## src/rtl/subpel_tap_window_feeder.sv

```systemverilog
// ---------------------------------------------------------------------------
// subpel_tap_window_feeder
//
// Purpose:
//   Front end of the sub-pixel FIR bank. It takes a square reference block of
//   WIN x WIN integer pixels as a raster stream and buffers one row at a time.
//   From each buffered row it then presents NUM_PIXEL sliding 8-tap windows,
//   one per handshake, with row/column tags. A one-cycle completion pulse
//   follows the last window of the block.
//
// Ports:
//   clock        in   rising-edge clock
//   reset        in   asynchronous, active-high reset
//   start        in   begin a new block (only looked at while idle)
//   busy         out  block in progress (LOAD or EMIT)
//   pix_in       in   unsigned pixel, raster order
//   pix_valid    in   pix_in valid
//   pix_ready    out  feeder accepts a pixel (LOAD only)
//   taps_out     out  8 taps, lane k = row_buf[col_idx+k]
//   taps_valid   out  taps_out valid (EMIT only)
//   taps_ready   in   downstream accepts the window
//   row_idx      out  current row, 0..WIN-1
//   col_idx      out  current window start column, 0..NUM_PIXEL-1
//   last_window  out  current window is the last one of the block
//   block_done   out  one-cycle pulse after the last window transfers
// ---------------------------------------------------------------------------
module subpel_tap_window_feeder #(
    parameter int NUM_PIXEL = 8,
    parameter int PIX_W     = 8
) (
    input  logic               clock,
    input  logic               reset,
    input  logic               start,
    output logic               busy,
    input  logic [PIX_W-1:0]   pix_in,
    input  logic               pix_valid,
    output logic               pix_ready,
    output logic [8*PIX_W-1:0] taps_out,
    output logic               taps_valid,
    input  logic               taps_ready,
    output logic [3:0]         row_idx,
    output logic [2:0]         col_idx,
    output logic               last_window,
    output logic               block_done
);

    localparam int WIN   = NUM_PIXEL + 7;
    localparam int ROW_W = 4;
    localparam int COL_W = 3;
    localparam int CNT_W = 4;

    typedef enum logic [1:0] {
        S_IDLE = 2'd0,
        S_LOAD = 2'd1,
        S_EMIT = 2'd2,
        S_DONE = 2'd3
    } state_t;

    state_t             r_state;
    state_t             w_state_next;

    logic [PIX_W-1:0]   r_row_buf [0:WIN-1];
    logic [CNT_W-1:0]   r_load_cnt;
    logic [ROW_W-1:0]   r_row_idx;
    logic [COL_W-1:0]   r_col_idx;

    logic               w_pix_fire;
    logic               w_taps_fire;
    logic               w_row_full;
    logic               w_col_last;
    logic               w_row_last;

    assign w_pix_fire  = pix_valid & pix_ready;
    assign w_taps_fire = taps_valid & taps_ready;
    assign w_row_full  = (r_load_cnt == CNT_W'(WIN - 1));
    assign w_col_last  = (r_col_idx == COL_W'(NUM_PIXEL - 1));
    assign w_row_last  = (r_row_idx == ROW_W'(WIN - 1));

    // -----------------------------------------------------------------------
    // State register
    // -----------------------------------------------------------------------
    always_ff @(posedge clock or posedge reset) begin
        if (reset) begin
            r_state <= S_IDLE;
        end else begin
            r_state <= w_state_next;
        end
    end

    // -----------------------------------------------------------------------
    // Next state and state-decoded outputs
    // -----------------------------------------------------------------------
    always_comb begin
        w_state_next = r_state;
        busy         = 1'b0;
        pix_ready    = 1'b0;
        taps_valid   = 1'b0;
        block_done   = 1'b0;
        last_window  = 1'b0;
        case (r_state)
            S_IDLE: begin
                if (start) begin
                    w_state_next = S_LOAD;
                end
            end
            S_LOAD: begin
                busy      = 1'b1;
                pix_ready = 1'b1;
                if (w_pix_fire && w_row_full) begin
                    w_state_next = S_EMIT;
                end
            end
            S_EMIT: begin
                busy        = 1'b1;
                taps_valid  = 1'b1;
                last_window = w_row_last & w_col_last;
                if (w_taps_fire && w_col_last) begin
                    w_state_next = w_row_last ? S_DONE : S_LOAD;
                end
            end
            S_DONE: begin
                // start is deliberately not examined here; a new block can
                // only begin from the idle cycle that follows.
                block_done   = 1'b1;
                w_state_next = S_IDLE;
            end
            default: begin
                w_state_next = S_IDLE;
            end
        endcase
    end

    // -----------------------------------------------------------------------
    // Load counter and row/column position
    // -----------------------------------------------------------------------
    always_ff @(posedge clock or posedge reset) begin
        if (reset) begin
            r_load_cnt <= '0;
            r_row_idx  <= '0;
            r_col_idx  <= '0;
        end else begin
            case (r_state)
                S_IDLE: begin
                    if (start) begin
                        r_load_cnt <= '0;
                        r_row_idx  <= '0;
                        r_col_idx  <= '0;
                    end
                end
                S_LOAD: begin
                    if (w_pix_fire) begin
                        if (w_row_full) begin
                            r_load_cnt <= '0;
                            r_col_idx  <= '0;
                        end else begin
                            r_load_cnt <= r_load_cnt + 1'b1;
                        end
                    end
                end
                S_EMIT: begin
                    if (w_taps_fire) begin
                        if (!w_col_last) begin
                            r_col_idx <= r_col_idx + 1'b1;
                        end else if (!w_row_last) begin
                            r_row_idx <= r_row_idx + 1'b1;
                            r_col_idx <= '0;
                        end
                    end
                end
                default: begin
                end
            endcase
        end
    end

    // -----------------------------------------------------------------------
    // Row buffer. Eight windows taps are read in parallel every cycle, so
    // this is a register file rather than a RAM; it is cleared on reset so
    // a partially loaded row never leaks into the next block.
    // -----------------------------------------------------------------------
    always_ff @(posedge clock or posedge reset) begin
        if (reset) begin
            for (int i = 0; i < WIN; i++) begin
                r_row_buf[i] <= '0;
            end
        end else if (w_pix_fire) begin
            r_row_buf[r_load_cnt] <= pix_in;
        end
    end

    // -----------------------------------------------------------------------
    // Tap window mux: lane gi reads row_buf[col_idx+gi]. The largest index is
    // (NUM_PIXEL-1)+7 = WIN-1, so the window never runs off the row.
    // -----------------------------------------------------------------------
    generate
        for (genvar gi = 0; gi < 8; gi++) begin : g_tap
            logic [CNT_W-1:0] w_tap_idx;
            assign w_tap_idx = CNT_W'(r_col_idx) + CNT_W'(gi);
            assign taps_out[PIX_W*gi +: PIX_W] = r_row_buf[w_tap_idx];
        end
    endgenerate

    assign row_idx = r_row_idx;
    assign col_idx = r_col_idx;

endmodule

```

## config.mk

```make
export PLATFORM = sky130hd
export DESIGN_NAME = subpel_tap_window_feeder
export DESIGN_NICKNAME = d
export VERILOG_FILES = /design/src/rtl/subpel_tap_window_feeder.sv
export SDC_FILE = /design/constraint.sdc
export NUM_CORES = 1
export LEC_CHECK = 0
export CORE_MARGIN = 1.5
export CORE_UTILIZATION = 55
export CTS_BUF_LIST = sky130_fd_sc_hd__clkbuf_16
export CTS_CLUSTER_DIAMETER = 120
export DETAILED_ROUTE_END_ITERATION = 10
export GPL_TIMING_DRIVEN = 0
export PLACE_DENSITY = 0.77
export SYNTH_ARGS = -nofsm -noshare
export SYNTH_HDL_FRONTEND = slang
export SYNTH_SLANG_ARGS = --single-unit
```

## constraint.sdc

```tcl
create_clock -name clock -period 8.4 [get_ports clock]
set_clock_uncertainty 0.15 [all_clocks]
set_input_delay 2.1 -clock clock [delete_from_list [all_inputs] [get_ports clock]]
set_output_delay 2.1 -clock clock [all_outputs]
set_load 0.02 [all_outputs]
```

==> results.txt <==
Cell Area, Synth: 9628 um^2
area grow syn2layout: 18.19%
WL per Instance: 28.38 um
initial antenna violation count: 0
largest area contributor in the netlist: dfrtp_1
Post-CTS Hold Fix Bufs: 0
Cell variety after synth: 50
sequential power share: 22.1%
net switching share of the total power: 45.06%
Setup CP Type: register to output port
global routing usage on met2: 54.22%
crit-path cells: buf_2, buf_2, buf_2, inv_1, ha_1, buf_2, buf_2, clkbuf_1, mux2_2, o221ai_1, clkdlybuf4s50_1
TNS Setup: 0 ns
Yosys top cell area share: 34.57%
die height: 135.3 um
share of synthesized registers carrying an async set or reset: 100.0%
Clock Path Buffers: 2
RSZ-0062 raised after global routing: false
top cells by area, synth: dfrtp_1, mux4_2, mux2_2
clk_lat worst skew: 0.42 ns
worst endpoint required time: 6.15 ns
number of detailed-route iterations in the first pass: 9
placed inst area: 10820 um^2
leakage power: 4.568 nW
first-pass GRT wire length: 48510 um
Crit. End Element: output port
Post-Syn Instances: 812
number of max-cap violations: 0
area of the die: 18310 um^2
Clock Sinks: 133
H-tree levels: 4
PwrDens: 434.7 nW/um^2
largest net degree at the start of global routing: 80
number of setup violations in the final report: 0
core area: 17180 um^2
vias in the first global route: 7821
Seq/Total Area, Yosys: 34.57%
DRC viols: 0
slowest cell on the critical path: clkdlybuf4s50_1
diode count: 0
NetSw: 0.002229 W
met3 Use GR: 11.26%
syn nets: 842
CTS buffer count: 17
Comb power frac: 63.5%
Non-Filler Instances: 1158
#FFs+latches synth: 133
Root Driver: clkbuf_16
Multi-input gate area: 5929 um^2
Filler Cell Count: 1327
worst rel slew slack: 8.764%
Final Cell Area: 11380 um^2
via/cell ratio: 7.123
Crit path arrival time: 5.34 ns
placed insts: 1126
Tmin final: 7.591 ns
Critical Path Start Type: register
post-CTS setup buffer count: 0
routed via count: 8248
Routed WL: 32870 um
RD Place Congestion: 1.005
Initial Util: 56.05%
worst min path class: register to register
peak per-stage delay on the critical path: 0.68 ns
cells resized by post-CTS repair: 0
sequential cell area: 3328 um^2
die width: 135.3 um
Slew Viols, Final: 0
syn_area_per_cell: 11.86 um^2
predominant post-synthesis flop cell: dfrtp_1
DR iter-0 viols: 1132
total gr overflow: 0
share of cells above drive strength 1: 31.40%
# nets final: 950
critical path's most frequent cell: buf_2
Final Hold Vio Count: 0
ANT nets after route: 0
Slew @ Worst Pin: 1.361 ns
r2r startpoint: col_idx[1]
GRT Max-Usage Layer: met2
FMAX: 131.7 MHz
FP Rows: 48
met1 Use GR: 49.11%
outcome: finished, final reports clean
VDD IR max: 376.6 uV
Internal: 0.002718 W
Post-synth EDFFs: 0
gr usage total: 37.20%
final worst-path cycle share: 90.37%
clock power share: 14.5%
post-detail-place hpwl: 23190 um
Yosys Warn Count: 0
CTS tree: done
Clock transition at path regs: 0.06 ns
most frequent cells after synthesis: dfrtp_1, mux2_2, mux4_2, nand2_1, mux2i_1
Crit Path Max Fanout: 10
Worst Hold Launch: r_row_buf[12]
PortBufs: 88
Worst setup startpoint: col_idx[1]
I/O pin cnt: 89
[final timing paths]
path | depth (start not counted) | slack (ns) | end
max | 11 | 0.81 | taps_out[26]
min | 1 | 0.38 | r_row_buf[12]
max reg2reg | 10 | 4.47 | col_idx[1]
min reg2reg | 1 | 0.38 | r_row_buf[12]
max in group asynchronous | 3 | 5.36 | r_row_buf[56]
min in group asynchronous | 2 | 1.96 | r_row_buf[41]
[routing by layer]
layer	wire, um	share of wire [%]
met1	12080	37
met4	2286	7.0
met5	0	0
met2	14180	43
met3	4321	13
[placed cells by master, fill, tap and decap left out, drive strengths merged, types with 7 or more instances in the layout]
cell type        n
clkbuf          37
ha              17
buf             46
o221ai          14
mux2           135
nand2           73
dfrtp          133
clkinv           7
o22ai           15
a21oi            9
mux2i           71
inv             14
nand2b          22
clkdlybuf4s50   88
nand3           18
o211ai           9
nor2            39
o21ai           35
mux4            77
a22oi           18
[power by group through the flow]
stage                     Combinational, W  Sequential [W]  Clock [W]
after floorplan                    0.00199         0.00101          0
after global placement             0.00303         0.00107          0
after detailed placement           0.00306         0.00108          0
after CTS                          0.00307         0.00108   0.000721
after global routing               0.00327         0.00111   0.000753
final                              0.00314         0.00109   0.000716
[stage by stage]
stage	hold WS [ns]	utilization (%)	power, W	worst slack, ns
after global routing	0.4037	66.25	0.005140	0.7545
final	0.3847	66.25	0.004947	0.8086
after detailed placement	0.3704	63.01	0.004145	1.487
after floorplan	0.3478	-	0.002998	2.596
after CTS	0.3832	66.25	0.004872	1.014
after global placement	0.3642	62.82	0.004093	0.6687
[sequential cells by signal, summed over array words and instances (netlist names)]
name and flops:
r_load_cnt 4, r_row_buf 120, row_idx 4, r_state 2, col_idx 3
[final cells by class]
type	count	share of cell area (%)
clock inverter	15	1.154
multi-input combinational	605	52.11
inverter	9	0.3408
tap	225	2.474
clock buffer	17	3.738
timing repair buffer	89	7.982
sequential	133	29.25
buffer	65	2.958
[cells by family (layout without fill, tap and decap cells)]
group | Yosys count | in the layout | share of synthesized area [%]
compound gates | 124 | 124 | 8.837
xor+xnor | 2 | 2 | 0.1820
fa+ha+maj | 17 | 17 | 2.209
buf+inv | 74 | 195 | 3.847
flops | 133 | 133 | 34.57
mux | 283 | 283 | 41.18
simple gates | 179 | 179 | 9.175
[worst max-delay path, delay by kind of cell (launching register included)]
kind	cells	cell delay (ns)
muxes	1	0.43
AOI/OAI and AO/OA	1	0.33
DFF	1	0.47
adders and majority gates	1	0.32
buffers and inverters	8	3.37
No activity file was read; power rests on OpenSTA's default activity.
